`src/rtl/cfg_frame_decoder.sv`:
```
// cfg_frame_decoder
// Turns SPI byte frames into 32-bit configuration register writes and read-backs.
// A frame is a command byte followed by four data bytes, sent MSB first.
// Command byte: bit7 = write (1) or read (0); bits[ADDR_W-1:0] = register address.
// Writes land in a pending bank. The active bank drives cfg_out.
// With SHADOW=1 the active bank copies dirty pending registers on frame_sync.
// With SHADOW=0 the active bank is written together with the pending bank.
//
// Ports:
//   clk, rst     system clock; synchronous active-high reset
//   cs_n         SPI select (already synchronised); low while a frame is in progress
//   rx_valid     one-cycle strobe; rx_byte holds a received byte
//   rx_byte      received byte
//   frame_sync   one-cycle pulse at the start of vertical sync
//   tx_byte      next byte for the SPI transmitter, valid while tx_load is high
//   tx_load      one-cycle strobe for tx_byte
//   cfg_out      active bank; register k occupies bits [32k+31:32k]
//   cfg_update   one-cycle pulse whenever cfg_out is reloaded
//   busy         high while a frame is being handled (any state but idle)
//   err_count    saturating count of aborted or invalid frames
module cfg_frame_decoder #(
  parameter int unsigned NUM_REGS = 4,
  parameter int unsigned ADDR_W   = 2,
  parameter bit          SHADOW   = 1'b1
) (
  input  logic                     clk,
  input  logic                     rst,
  input  logic                     cs_n,
  input  logic                     rx_valid,
  input  logic [7:0]               rx_byte,
  input  logic                     frame_sync,
  output logic [7:0]               tx_byte,
  output logic                     tx_load,
  output logic [32*NUM_REGS-1:0]   cfg_out,
  output logic                     cfg_update,
  output logic                     busy,
  output logic [7:0]               err_count
);

  typedef enum logic [2:0] {StIdle, StWdata, StRdata, StDone, StIgnore} state_e;

  state_e state_q, state_d;

  logic [NUM_REGS-1:0][31:0] pending_q, pending_d;
  logic [NUM_REGS-1:0][31:0] active_q, active_d;
  logic [NUM_REGS-1:0]       dirty_q, dirty_d;
  logic [31:0]               asm_q, asm_d;
  logic [31:0]               rd_shift_q, rd_shift_d;
  logic [ADDR_W-1:0]         addr_q, addr_d;
  logic [1:0]                idx_q, idx_d;
  logic [7:0]                tx_byte_q, tx_byte_d;
  logic                      tx_load_q, tx_load_d;
  logic                      cfg_update_q, cfg_update_d;
  logic                      busy_q, busy_d;
  logic [7:0]                err_q, err_d;

  logic              rx_take;
  logic              cmd_write;
  logic [ADDR_W-1:0] cmd_addr;
  logic              cmd_valid;
  logic              last_byte;
  logic              data_take;
  logic [31:0]       rd_word;
  logic [31:0]       asm_word;
  logic              commit;
  logic              err_inc;

  // Reserved command bits carry no meaning.
  logic unused_rsvd;
  assign unused_rsvd = ^rx_byte[6:ADDR_W];

  assign rx_take   = rx_valid & ~cs_n;
  assign cmd_write = rx_byte[7];
  assign cmd_addr  = rx_byte[ADDR_W-1:0];
  assign cmd_valid = 32'(cmd_addr) < NUM_REGS;
  assign asm_word  = {asm_q[23:0], rx_byte};
  // The last data byte still counts when cs_n rises in the same cycle,
  // so a frame that ends exactly on time is not treated as aborted.
  assign last_byte = rx_valid & (idx_q == 2'd3);
  assign data_take = rx_take | last_byte;

  always_comb begin
    rd_word = '0;
    for (int k = 0; k < NUM_REGS; k++) begin
      if (cmd_addr == ADDR_W'(k)) rd_word = pending_q[k];
    end
  end

  // State register
  always_ff @(posedge clk) begin
    if (rst) state_q <= StIdle;
    else     state_q <= state_d;
  end

  // Next-state logic
  always_comb begin
    state_d = state_q;
    unique case (state_q)
      StIdle: begin
        if (rx_take) begin
          if (!cmd_valid)     state_d = StIgnore;
          else if (cmd_write) state_d = StWdata;
          else                state_d = StRdata;
        end
      end
      StWdata, StRdata: begin
        if (last_byte)  state_d = cs_n ? StIdle : StDone;
        else if (cs_n)  state_d = StIdle;
      end
      StDone, StIgnore: begin
        if (cs_n) state_d = StIdle;
      end
      default: state_d = StIdle;
    endcase
  end

  // Output and datapath next-state logic
  always_comb begin
    pending_d    = pending_q;
    active_d     = active_q;
    dirty_d      = dirty_q;
    asm_d        = asm_q;
    rd_shift_d   = rd_shift_q;
    addr_d       = addr_q;
    idx_d        = idx_q;
    tx_byte_d    = tx_byte_q;
    tx_load_d    = 1'b0;
    cfg_update_d = 1'b0;
    commit       = 1'b0;
    err_inc      = 1'b0;

    unique case (state_q)
      StIdle: begin
        if (rx_take) begin
          idx_d  = 2'd0;
          addr_d = cmd_addr;
          if (!cmd_valid) begin
            err_inc = 1'b1;
          end else if (!cmd_write) begin
            rd_shift_d = rd_word;
            tx_byte_d  = rd_word[31:24];
            tx_load_d  = 1'b1;
          end
        end
      end
      StWdata: begin
        if (data_take) begin
          asm_d = asm_word;
          idx_d = idx_q + 2'd1;
          if (idx_q == 2'd3) commit = 1'b1;
        end else if (cs_n) begin
          err_inc = 1'b1;
        end
      end
      StRdata: begin
        if (data_take) begin
          idx_d = idx_q + 2'd1;
          // The fourth dummy byte only closes the frame; nothing left to send.
          if (idx_q != 2'd3) begin
            rd_shift_d = {rd_shift_q[23:0], 8'h00};
            tx_byte_d  = rd_shift_q[23:16];
            tx_load_d  = 1'b1;
          end
        end else if (cs_n) begin
          err_inc = 1'b1;
        end
      end
      default: ;
    endcase

    // The frame_sync copy is evaluated from the pre-edge bank, before a commit
    // in the same cycle marks its register dirty again.
    if (SHADOW && frame_sync) begin
      for (int k = 0; k < NUM_REGS; k++) begin
        if (dirty_q[k]) begin
          active_d[k] = pending_q[k];
          dirty_d[k]  = 1'b0;
        end
      end
      cfg_update_d = |dirty_q;
    end

    if (commit) begin
      for (int k = 0; k < NUM_REGS; k++) begin
        if (addr_q == ADDR_W'(k)) begin
          pending_d[k] = asm_word;
          if (SHADOW) dirty_d[k]  = 1'b1;
          else        active_d[k] = asm_word;
        end
      end
      if (!SHADOW) cfg_update_d = 1'b1;
    end

    err_d  = (err_inc && (err_q != 8'hFF)) ? err_q + 8'd1 : err_q;
    busy_d = (state_d != StIdle);
  end

  // Datapath and output registers
  always_ff @(posedge clk) begin
    if (rst) begin
      pending_q    <= '0;
      active_q     <= '0;
      dirty_q      <= '0;
      asm_q        <= '0;
      rd_shift_q   <= '0;
      addr_q       <= '0;
      idx_q        <= '0;
      tx_byte_q    <= '0;
      tx_load_q    <= 1'b0;
      cfg_update_q <= 1'b0;
      busy_q       <= 1'b0;
      err_q        <= '0;
    end else begin
      pending_q    <= pending_d;
      active_q     <= active_d;
      dirty_q      <= dirty_d;
      asm_q        <= asm_d;
      rd_shift_q   <= rd_shift_d;
      addr_q       <= addr_d;
      idx_q        <= idx_d;
      tx_byte_q    <= tx_byte_d;
      tx_load_q    <= tx_load_d;
      cfg_update_q <= cfg_update_d;
      busy_q       <= busy_d;
      err_q        <= err_d;
    end
  end

  assign cfg_out    = active_q;
  assign tx_byte    = tx_byte_q;
  assign tx_load    = tx_load_q;
  assign cfg_update = cfg_update_q;
  assign busy       = busy_q;
  assign err_count  = err_q;

endmodule

```
`config.mk`:
```
export PLATFORM = sky130hd
export DESIGN_NAME = cfg_frame_decoder
export DESIGN_NICKNAME = d
export VERILOG_FILES = /design/src/rtl/cfg_frame_decoder.sv
export SDC_FILE = /design/constraint.sdc
export NUM_CORES = 1
export LEC_CHECK = 0
export BUFFER_PORTS_ARGS = -buffer_cell sky130_fd_sc_hd__buf_4
export CAP_MARGIN = 0
export CELL_PAD_IN_SITES_DETAIL_PLACEMENT = 0
export CELL_PAD_IN_SITES_GLOBAL_PLACEMENT = 2
export CORE_ASPECT_RATIO = 2
export CORE_UTILIZATION = 35
export DETAILED_ROUTE_END_ITERATION = 10
export PLACE_DENSITY_LB_ADDON = 0.1
export SKIP_CTS_REPAIR_TIMING = 1
export SLEW_MARGIN = 25
export SYNTH_ARGS = -nofsm -noshare
export SYNTH_HDL_FRONTEND = slang
export SYNTH_SLANG_ARGS = --single-unit
```
`constraint.sdc`:
```
create_clock -name clk -period 2.5 [get_ports clk]
set_clock_uncertainty 0.1 [all_clocks]
set_input_delay 0.25 -clock clk [delete_from_list [all_inputs] [get_ports clk]]
set_output_delay 0.25 -clock clk [all_outputs]
set_load 0.02 [all_outputs]
```
After elaboration in Yosys (flattened, before gate mapping)
Index checks and enable logic that the tools add are counted.
W data, S select, Z words.
{"block": "word_totals", "romBits": 0, "inputBits": 13, "n_memories": 0, "latch_bits": 0, "ramBits": 0, "word_cells": 107, "reg_bits": 334, "out_inout_bits": 147}
{"block": "op_classes", "n_mul": 0, "n_div": 0, "eq_ne": 18, "addsub": 2, "bitwise_logic": 5, "order_cmp": 0, "mux": 40, "reduce_logical": 23, "shift": 0}
{"op": "$mux W32", "count": 4}
{"op": "$mux W24", "count": 4}
{"op": "$pmux W24 S2", "count": 1}
{"op": "$mux W8", "count": 4}
{"op": "$reduce_and A2 Y1", "count": 10}
{"op": "$pmux W8 S2", "count": 1}
{"op": "$mux W1", "count": 14}
{"op": "$eq A2 B2 Y1 const B", "count": 5}
{"op": "$ne A2 B2 Y1 const B", "count": 5}
{"op": "$mux W3", "count": 3}
{"op": "$pmux W3 S3", "count": 1}
{"op": "$add A8 B1 Y8 const B", "count": 1}
{"op": "$mux W2", "count": 4}
{"op": "$mux W4", "count": 2}
{"op": "$ne A8 B8 Y1 const B", "count": 1}
{"op": "$eq A3 B2 Y1 const B", "count": 2}
{"op": "$reduce_or A2 Y1", "count": 3}
{"op": "$reduce_and A5 Y1", "count": 1}
{"op": "$eq A2 B1 Y1 const B", "count": 2}
{"op": "$logic_not A2 Y1", "count": 2}
{"op": "$pmux W2 S2", "count": 1}
{"op": "$reduce_bool A2 Y1", "count": 2}
{"op": "$reduce_or A4 Y1", "count": 1}
{"op": "$eq A3 B1 Y1 const B", "count": 1}
{"op": "other kinds (11)", "count": 13}

Logic depth before layout (Yosys ltp)
Gate-level depths: netlist of the first run.
{"block": "logic_depth", "ltp_word": 8, "depth_mapped": 7}

Worst setup path before layout of the first run
No wires, ideal clock.
{"block": "synth_path", "path_kind": "register -> register", "from": "register idx_q[0]", "to": "register rd_shift_q[11]", "stages_incl_launch_ff": 7, "setup_time_ps": 146, "path_slack_ps": 578, "arrival_time_ps": 1676, "path_buffers": 1, "path_cell_list": "dfxtp_1 > ha_1 > or3b_2 > o22a_4 > buf_6 > a21oi_1 > a211oi_2"}
{"block": "synth_between", "elab_chain_cells": 5, "elab_cells_between_ends": 7}
{"item": "start, declared", "line_no": "50", "rtl": "logic [1:0] idx_q, idx_d;"}
{"item": "start signal, assigned", "line_no": "220", "rtl": "idx_q <= idx_d;"}
{"item": "$eq A2 B2 Y1", "line_no": "79", "rtl": "assign last_byte = rx_valid & (idx_q == 2'd3);"}
{"item": "$and A1 B1 Y1", "line_no": "79"}
{"item": "$or A1 B1 Y1", "line_no": "80", "rtl": "assign data_take = rx_take | last_byte;"}
{"item": "$ne A2 B2 Y1 (no line)"}
{"item": "$reduce_and A5 Y1 (no line) (*)"}
{"item": "end signal, assigned", "line_no": "218", "rtl": "rd_shift_q <= rd_shift_d;"}
{"item": "end, declared", "line_no": "48", "rtl": "logic [31:0] rd_shift_q, rd_shift_d;"}
Mark *: on every way between the ends. The rest lies on a longest branch, timed or not.
A chain may end at the register's enable or synchronous reset.

Worst setup path after layout of the first run
{"block": "layout_path", "from": "register state_q[0]", "to": "register pending_q[16] in the netlist's numbering"}
{"block": "layout_between", "elab_chain_cells": 3}
{"item": "start, declared", "line_no": "42", "rtl": "state_e state_q, state_d;"}
{"item": "start signal, assigned", "line_no": "91", "rtl": "if (rst) state_q <= StIdle;"}
{"item": "start signal, assigned", "line_no": "92", "rtl": "else state_q <= state_d;"}
{"item": "$eq A3 B1 Y1", "line_no": "132", "rtl": "unique case (state_q)"}
{"item": "$mux W1", "line_no": "132"}
{"item": "$reduce_and A2 Y1 (no line)"}
{"item": "end signal, assigned", "line_no": "214", "rtl": "pending_q <= pending_d;"}
{"item": "end, declared", "line_no": "44", "rtl": "logic [NUM_REGS-1:0][31:0] pending_q, pending_d;"}
Every way passes these cells.

==> qor.yml, run 1 <==
run_status:
  status: "completed"
yosys:
  synth_seq_cells: 334
  syn-instance-count: 1530
  synth_cell_type_count: 51
  synth_edf_count: 0
  yosys-top-cells-count: "nand2_1, dfxtp_1, a21oi_1"
  yosysMostFrequentCell: "nand2_1"
  syn_avg_cell_area_um2: 8.45
  synthFlopType: "dfxtp_1"
  syn-num-nets: 1545
  yosysTopAreaCell: "dfxtp_1"
  synth_area_um2: 12900
  yosysWarningCount: 0
  synthTopCellsByArea: "dfxtp_1, nand2_1, a21oi_1"
  synthArstFlopShare: 0
  synth_top_area_share: 0.517
  ys_seq_area_frac: 0.517
power:
  powerDensity_nw_per_um2: 693
  power.total_w: 0.0109
  irDropWorstVdd_mv: 0.448
  p_leak_nw: 5.69
timing:
  relSlewSlack: 0.538
  finalHoldViolCount: 0
  max_freq_mhz: 460
  period_minus_slack_ns: 2.18
  whs_ns: 0.0777
  finalMaxSlewViolations: 0
  grt_setup_unrepaired: "no"
  max_slew.worst_pin.slew_ns: 0.693
  post-route-period-util: 0.870
  setup_tns_ns: 0
  setup_violations: 0
setup_path:
  path_class: "flip-flop to flip-flop"
  crit_arrival_ns: 2.46
  worstPathCellList: "nand4b_1 > or4_1 > buf_4 > nand2_1 > a21oi_1"
  crit_path_max_incr_delay_ns: 0.71
  worst_setup_path_end_kind: "flip-flop"
  slowest_stage: "dfxtp_1"
  cp_max_fo: 19
  startpoint_type: "flip-flop"
  worstPathRequired_ns: 2.78
die:
  die_area_um2: 37800
  rows: 99
  dieHeight_um: 274
  die_w_um: 138
  core_area_um2: 36400
  io-pin-count: 160
  start_util: 0.355
clock_tree:
  clock_latency_ns: 0.54
  cts_tree: "done"
  clk_pin_slew_ns: 0.06
  cts_made_buffers: 34
  clk_path_buf_depth: 3
  cts-root-buf: "clkbuf_16"
  htree_levels: 2
  cts.sinks: 334
cells_and_area:
  area_growth_pct: 21.9
  final_area_um2: 15800
  multi_input_area_um2: 5710
  nNetsFinal: 1665
  regArea_um2: 6690
  drive_gt1_frac: 0.185
  final_core_util: 0.433
  fill_cells: 3771
  diodes: 0
global_routing:
  grt.total_usage: 0.243
  grt_pass1_vias: 10506
  grt_pass1_wl_um: 67100
  top_usage_layer: "met2"
  antenna_found_initial: 0
  grt_overflow: 0
  grtUsageMet3: 0.0300
  grt_max_degree: 101
  use_met1: 0.271
  grt_use_met2: 0.452
routing:
  ant_nets: 0
  avgViaCountPerCell: 5.13
  drc: 0
  vias: 10902
  drtIter0Drc: 625
  firstDrtPassIters: 5
  avgRoutedWirePerCell_um: 21.4
  drt_wl_total_um: 45500
place:
  gp_congestion: 0.799
  dp_hpwl_um: 29800
  numPortBuffers: 159
  dpl_cell_area_um2: 14600
run:
  max-cap-violations: 0
worst_hold_path:
  hold_class: "primary input to flip-flop"
-- kinds of logic after synthesis --
group	synth area share
adders and majority gates	0.00193
AOI/OAI and AO/OA	0.150
xor gates and xnor gates	0.00126
DFF	0.517
buffers and inverters	0.0426
and+or+nand+nor	0.207
muxes	0.0799
-- final timing paths --
check                                             endpoint  slack, ns  depth (start not counted)                     start
worst max-delay path            pending_q[16]$_SDFFE_PP0P_       0.32                          5     state_q[0]$_SDFF_PP0_
worst min-delay path                 idx_q[0]$_SDFFE_PP0P_       0.08                          2                       rst
worst max register to register  pending_q[16]$_SDFFE_PP0P_       0.32                          5     state_q[0]$_SDFF_PP0_
worst min register to register    cfg_out[36]$_SDFFE_PP0P_       0.35                          2  cfg_out[36]$_SDFFE_PP0P_
-- worst max-delay path: cells and delay by family, from the launching register on --
family / cells / cell delay (ns)
buffers and inverters: 1 / 0.26
and+or+nand+nor: 3 / 0.87
DFF: 1 / 0.71
AOI/OAI and AO/OA: 1 / 0.06
-- metrics by stage --
stage                     cells  worst slack, ns
final                      2126            0.324
after global routing       2126            0.202
after global placement     2060            0.373
after CTS                  2118            0.319
after floorplan            1530            0.578
after detailed placement   2060            0.356
-- cell type report --
cell class                      count  share of cell area
Timing Repair Buffer              205               0.107
Sequential cell                   334               0.424
Clock inverter                      4             0.00325
Clock buffer                       54              0.0666
Inverter                            2            0.000476
Multi-Input combinational cell   1073               0.362
Tap cell                          454              0.0360
-- metal layers --
layer | vias up | wire (µm)
met5 | - | 0
met2 | 254 | 24500
met1 | 5231 | 17700
met3 | 76 | 1510
met4 | 0 | 1780
li1 | 5341 | -
-- report_power, final --
group	total [W]	leakage, nW	switching [W]	internal [W]
clock	0.00516	0.540	0.00217	0.00299
sequential	0.00538	2.69	0.0000313	0.00535
combinational	0.000381	2.46	0.000252	0.000129
total	0.0109	5.69	0.00245	0.00847
-- registers in the layout, summed over array words and instances, names as in the netlist --
name,cells
state_q,3
addr_q,2
dirty_q,4
rd_shift_q,24
tx_load,1
cfg_update,1
idx_q,2
cfg_out,128
err_count,8
busy,1
tx_byte,8
pending_q,128
asm_q,24
-- placed cells by master (no fill, tap or decap), types with 9 or more instances in the layout --
cell,n
mux4_2,32
nor2_1,72
a21oi_1,288
dfxtp_1,334
clkbuf_16,37
nand2_1,549
mux2i_1,29
buf_4,186
buf_12,10
a22oi_1,9
clkbuf_1,11
a211oi_2,20
Note: power is estimated with default switching activity, not from simulation.
==> inputs of run 2 (changes only) <==
- PLACE_DENSITY: not set -> 0.8
- PLACE_DENSITY_LB_ADDON: 0.1 -> not set
==> qor.yml, run 2 (same netlist as run 1, synthesis figures left out) <==
cells_and_area:
  final_cell_mix: "nand2_1, dfxtp_1, a21oi_1"
  drive_gt1_frac: 0.190  # +0.00490
  area_growth_pct: 21.8
  nNetsFinal: 1661  # -0.24%
  layout_commonest_cell: "nand2_1"
  diodes: 0  # unchanged
die:
  core_area_um2: 36400  # unchanged
  rows: 99  # unchanged
  die_w_um: 138  # unchanged
  die_area_um2: 37800  # unchanged
  dieHeight_um: 274  # unchanged
  start_util: 0.355  # unchanged
  io-pin-count: 160  # unchanged
timing:
  whs_ns: 0.0178  # -0.0599 ns
  max_slew.worst_pin.slew_ns: 0.639  # -0.0532 ns
  post-route-period-util: 0.867  # -0.00322
  setup_tns_ns: 0  # unchanged
  max_freq_mhz: 461  # +0.37%
  finalHoldViolCount: 0  # unchanged
  finalMaxSlewViolations: 0  # unchanged
  period_minus_slack_ns: 2.17  # -0.00805 ns
  grt_setup_unrepaired: "no"
  relSlewSlack: 0.574  # +0.0355
  setup_violations: 0  # unchanged
global_routing:
  grt_pass1_wl_um: 64900  # -3.1%
  grt_overflow: 0  # unchanged
  grtUsageMet3: 0.0214  # -0.00850
  antenna_found_initial: 0  # unchanged
  use_met1: 0.261  # -0.0109
  grt_pass1_vias: 10671  # +1.6%
  grt_use_met2: 0.428  # -0.0241
  grt_max_degree: 111  # +9.9%
  top_usage_layer: "met2"
  grt.total_usage: 0.230  # -0.0130
clock_tree:
  clk_path_buf_depth: 3  # unchanged
  cts_tree: "done"
  htree_levels: 1  # -1
  cts.sinks: 334  # unchanged
  cts_made_buffers: 31  # -8.8%
  clock_latency_ns: 0.58  # +0.04 ns
  clk_pin_slew_ns: 0.07  # about the same
  cts-root-buf: "clkbuf_16"
setup_path:
  cp_max_fo: 20  # +1
  crit_arrival_ns: 2.57  # +0.11 ns
  crit_path_max_incr_delay_ns: 0.71  # about the same
  worst_setup_path_end_kind: "flip-flop"
  cp_top_family: "flip-flops"
  worstPathRequired_ns: 2.90  # +0.12 ns
  path_class: "flip-flop to flip-flop"
  worstPathCellList: "nand4b_1 > buf_4 > nor4b_4 > buf_4 > nand2_1 > a21oi_1"
  slowest_stage: "dfxtp_1"
  cpMostUsedCell: "buf_4"
  startpoint_type: "flip-flop"
  crit_buf_inv: 2  # +1
place:
  dp_hpwl_um: 29300  # -1.5%
  numPortBuffers: 159  # unchanged
  gp_congestion: 0.785  # -1.8%
routing:
  firstDrtPassIters: 5  # unchanged
  vias: 11075  # +1.6%
  drc: 0  # unchanged
  ant_nets: 0  # unchanged
  drtIter0Drc: 786  # +26%
  avgRoutedWirePerCell_um: 20.3  # -5.0%
  drt_wl_total_um: 43200  # -5.0%
  avgViaCountPerCell: 5.21  # +1.6%
run:
  max-cap-violations: 0  # unchanged
run_status:
  status: "completed"
power:
  powerDensity_nw_per_um2: 697  # +0.65%
  irDropWorstVdd_mv: 0.523  # +17%
  p_leak_nw: 5.69  # about the same
worst_hold_path:
  hold_class: "primary input to flip-flop"
[run 2: cell types whose count changed in the layout (fill, tap and decap cells not counted)]
cell and delta:
clkbuf_1 -9, clkbuf_16 -6, clkinv_2 +5, bufinv_16 +4
clkbuf_8 +4, buf_12 -3, buf_4 +2, clkinvlp_4 +2
inv_6 +1, inv_8 -1
[run 2: worst paths after layout]
check | start | to | slack (ns) | depth (start not counted)
hold reg to reg | cfg_out[28]$_SDFFE_PP0P_ | cfg_out[28]$_SDFFE_PP0P_ | 0.35 | 2
setup / recovery | state_q[0]$_SDFF_PP0_ | pending_q[57]$_SDFFE_PP0P_ | 0.33 | 6
hold / removal | rst | asm_q[7]$_SDFFE_PP0P_ | 0.02 | 2
setup reg to reg | state_q[0]$_SDFF_PP0_ | pending_q[57]$_SDFFE_PP0P_ | 0.33 | 6
[run 2: routing by layer]
| metal | part of all wire | wire (µm) |
|---|---|---|
| met5 | 0 | 0 |
| met4 | 0.039 | 1690 |
| met3 | 0.041 | 1780 |
| met2 | 0.54 | 23400 |
| met1 | 0.38 | 16300 |
[run 2: worst reg2reg max path, cell delays in order, from the launching register on]
cell	delay, ns
dfxtp_1	0.71
nand4b_1	0.24
buf_4	0.22
nor4b_4	0.23
buf_4	0.35
nand2_1	0.12
a21oi_1	0.13
[run 2: cell type report]
class | instances | area, µm²
Sequential cell | 334 | 6690
Timing Repair Buffer | 204 | 1650
Multi-Input combinational cell | 1073 | 5710
Tap cell | 454 | 568
Clock inverter | 15 | 209
Clock buffer | 43 | 921
Fill cell | 3724 | 20700
Inverter | 2 | 7.51
[run 2: through the flow]
| step | total power (W) | cells | instance area (µm²) | setup WS, ns | util |
|---|---|---|---|---|---|
| after floorplan | 0.00575 | 1530 | 12900 | 0.578 | - |
| after global placement | 0.00587 | 2059 | 14500 | 0.369 | 0.399 |
| after detailed placement | 0.00587 | 2059 | 14500 | 0.375 | 0.399 |
| after CTS | 0.0111 | 2117 | 15700 | 0.352 | 0.430 |
| after global routing | 0.0113 | 2125 | 15800 | 0.130 | 0.433 |
| final | 0.0110 | 2125 | 15800 | 0.332 | 0.433 |
[run 2: report_power, final]
group          internal [W]  switching (W)
Clock               0.00308        0.00215
Sequential          0.00535      0.0000300
Combinational      0.000125       0.000246
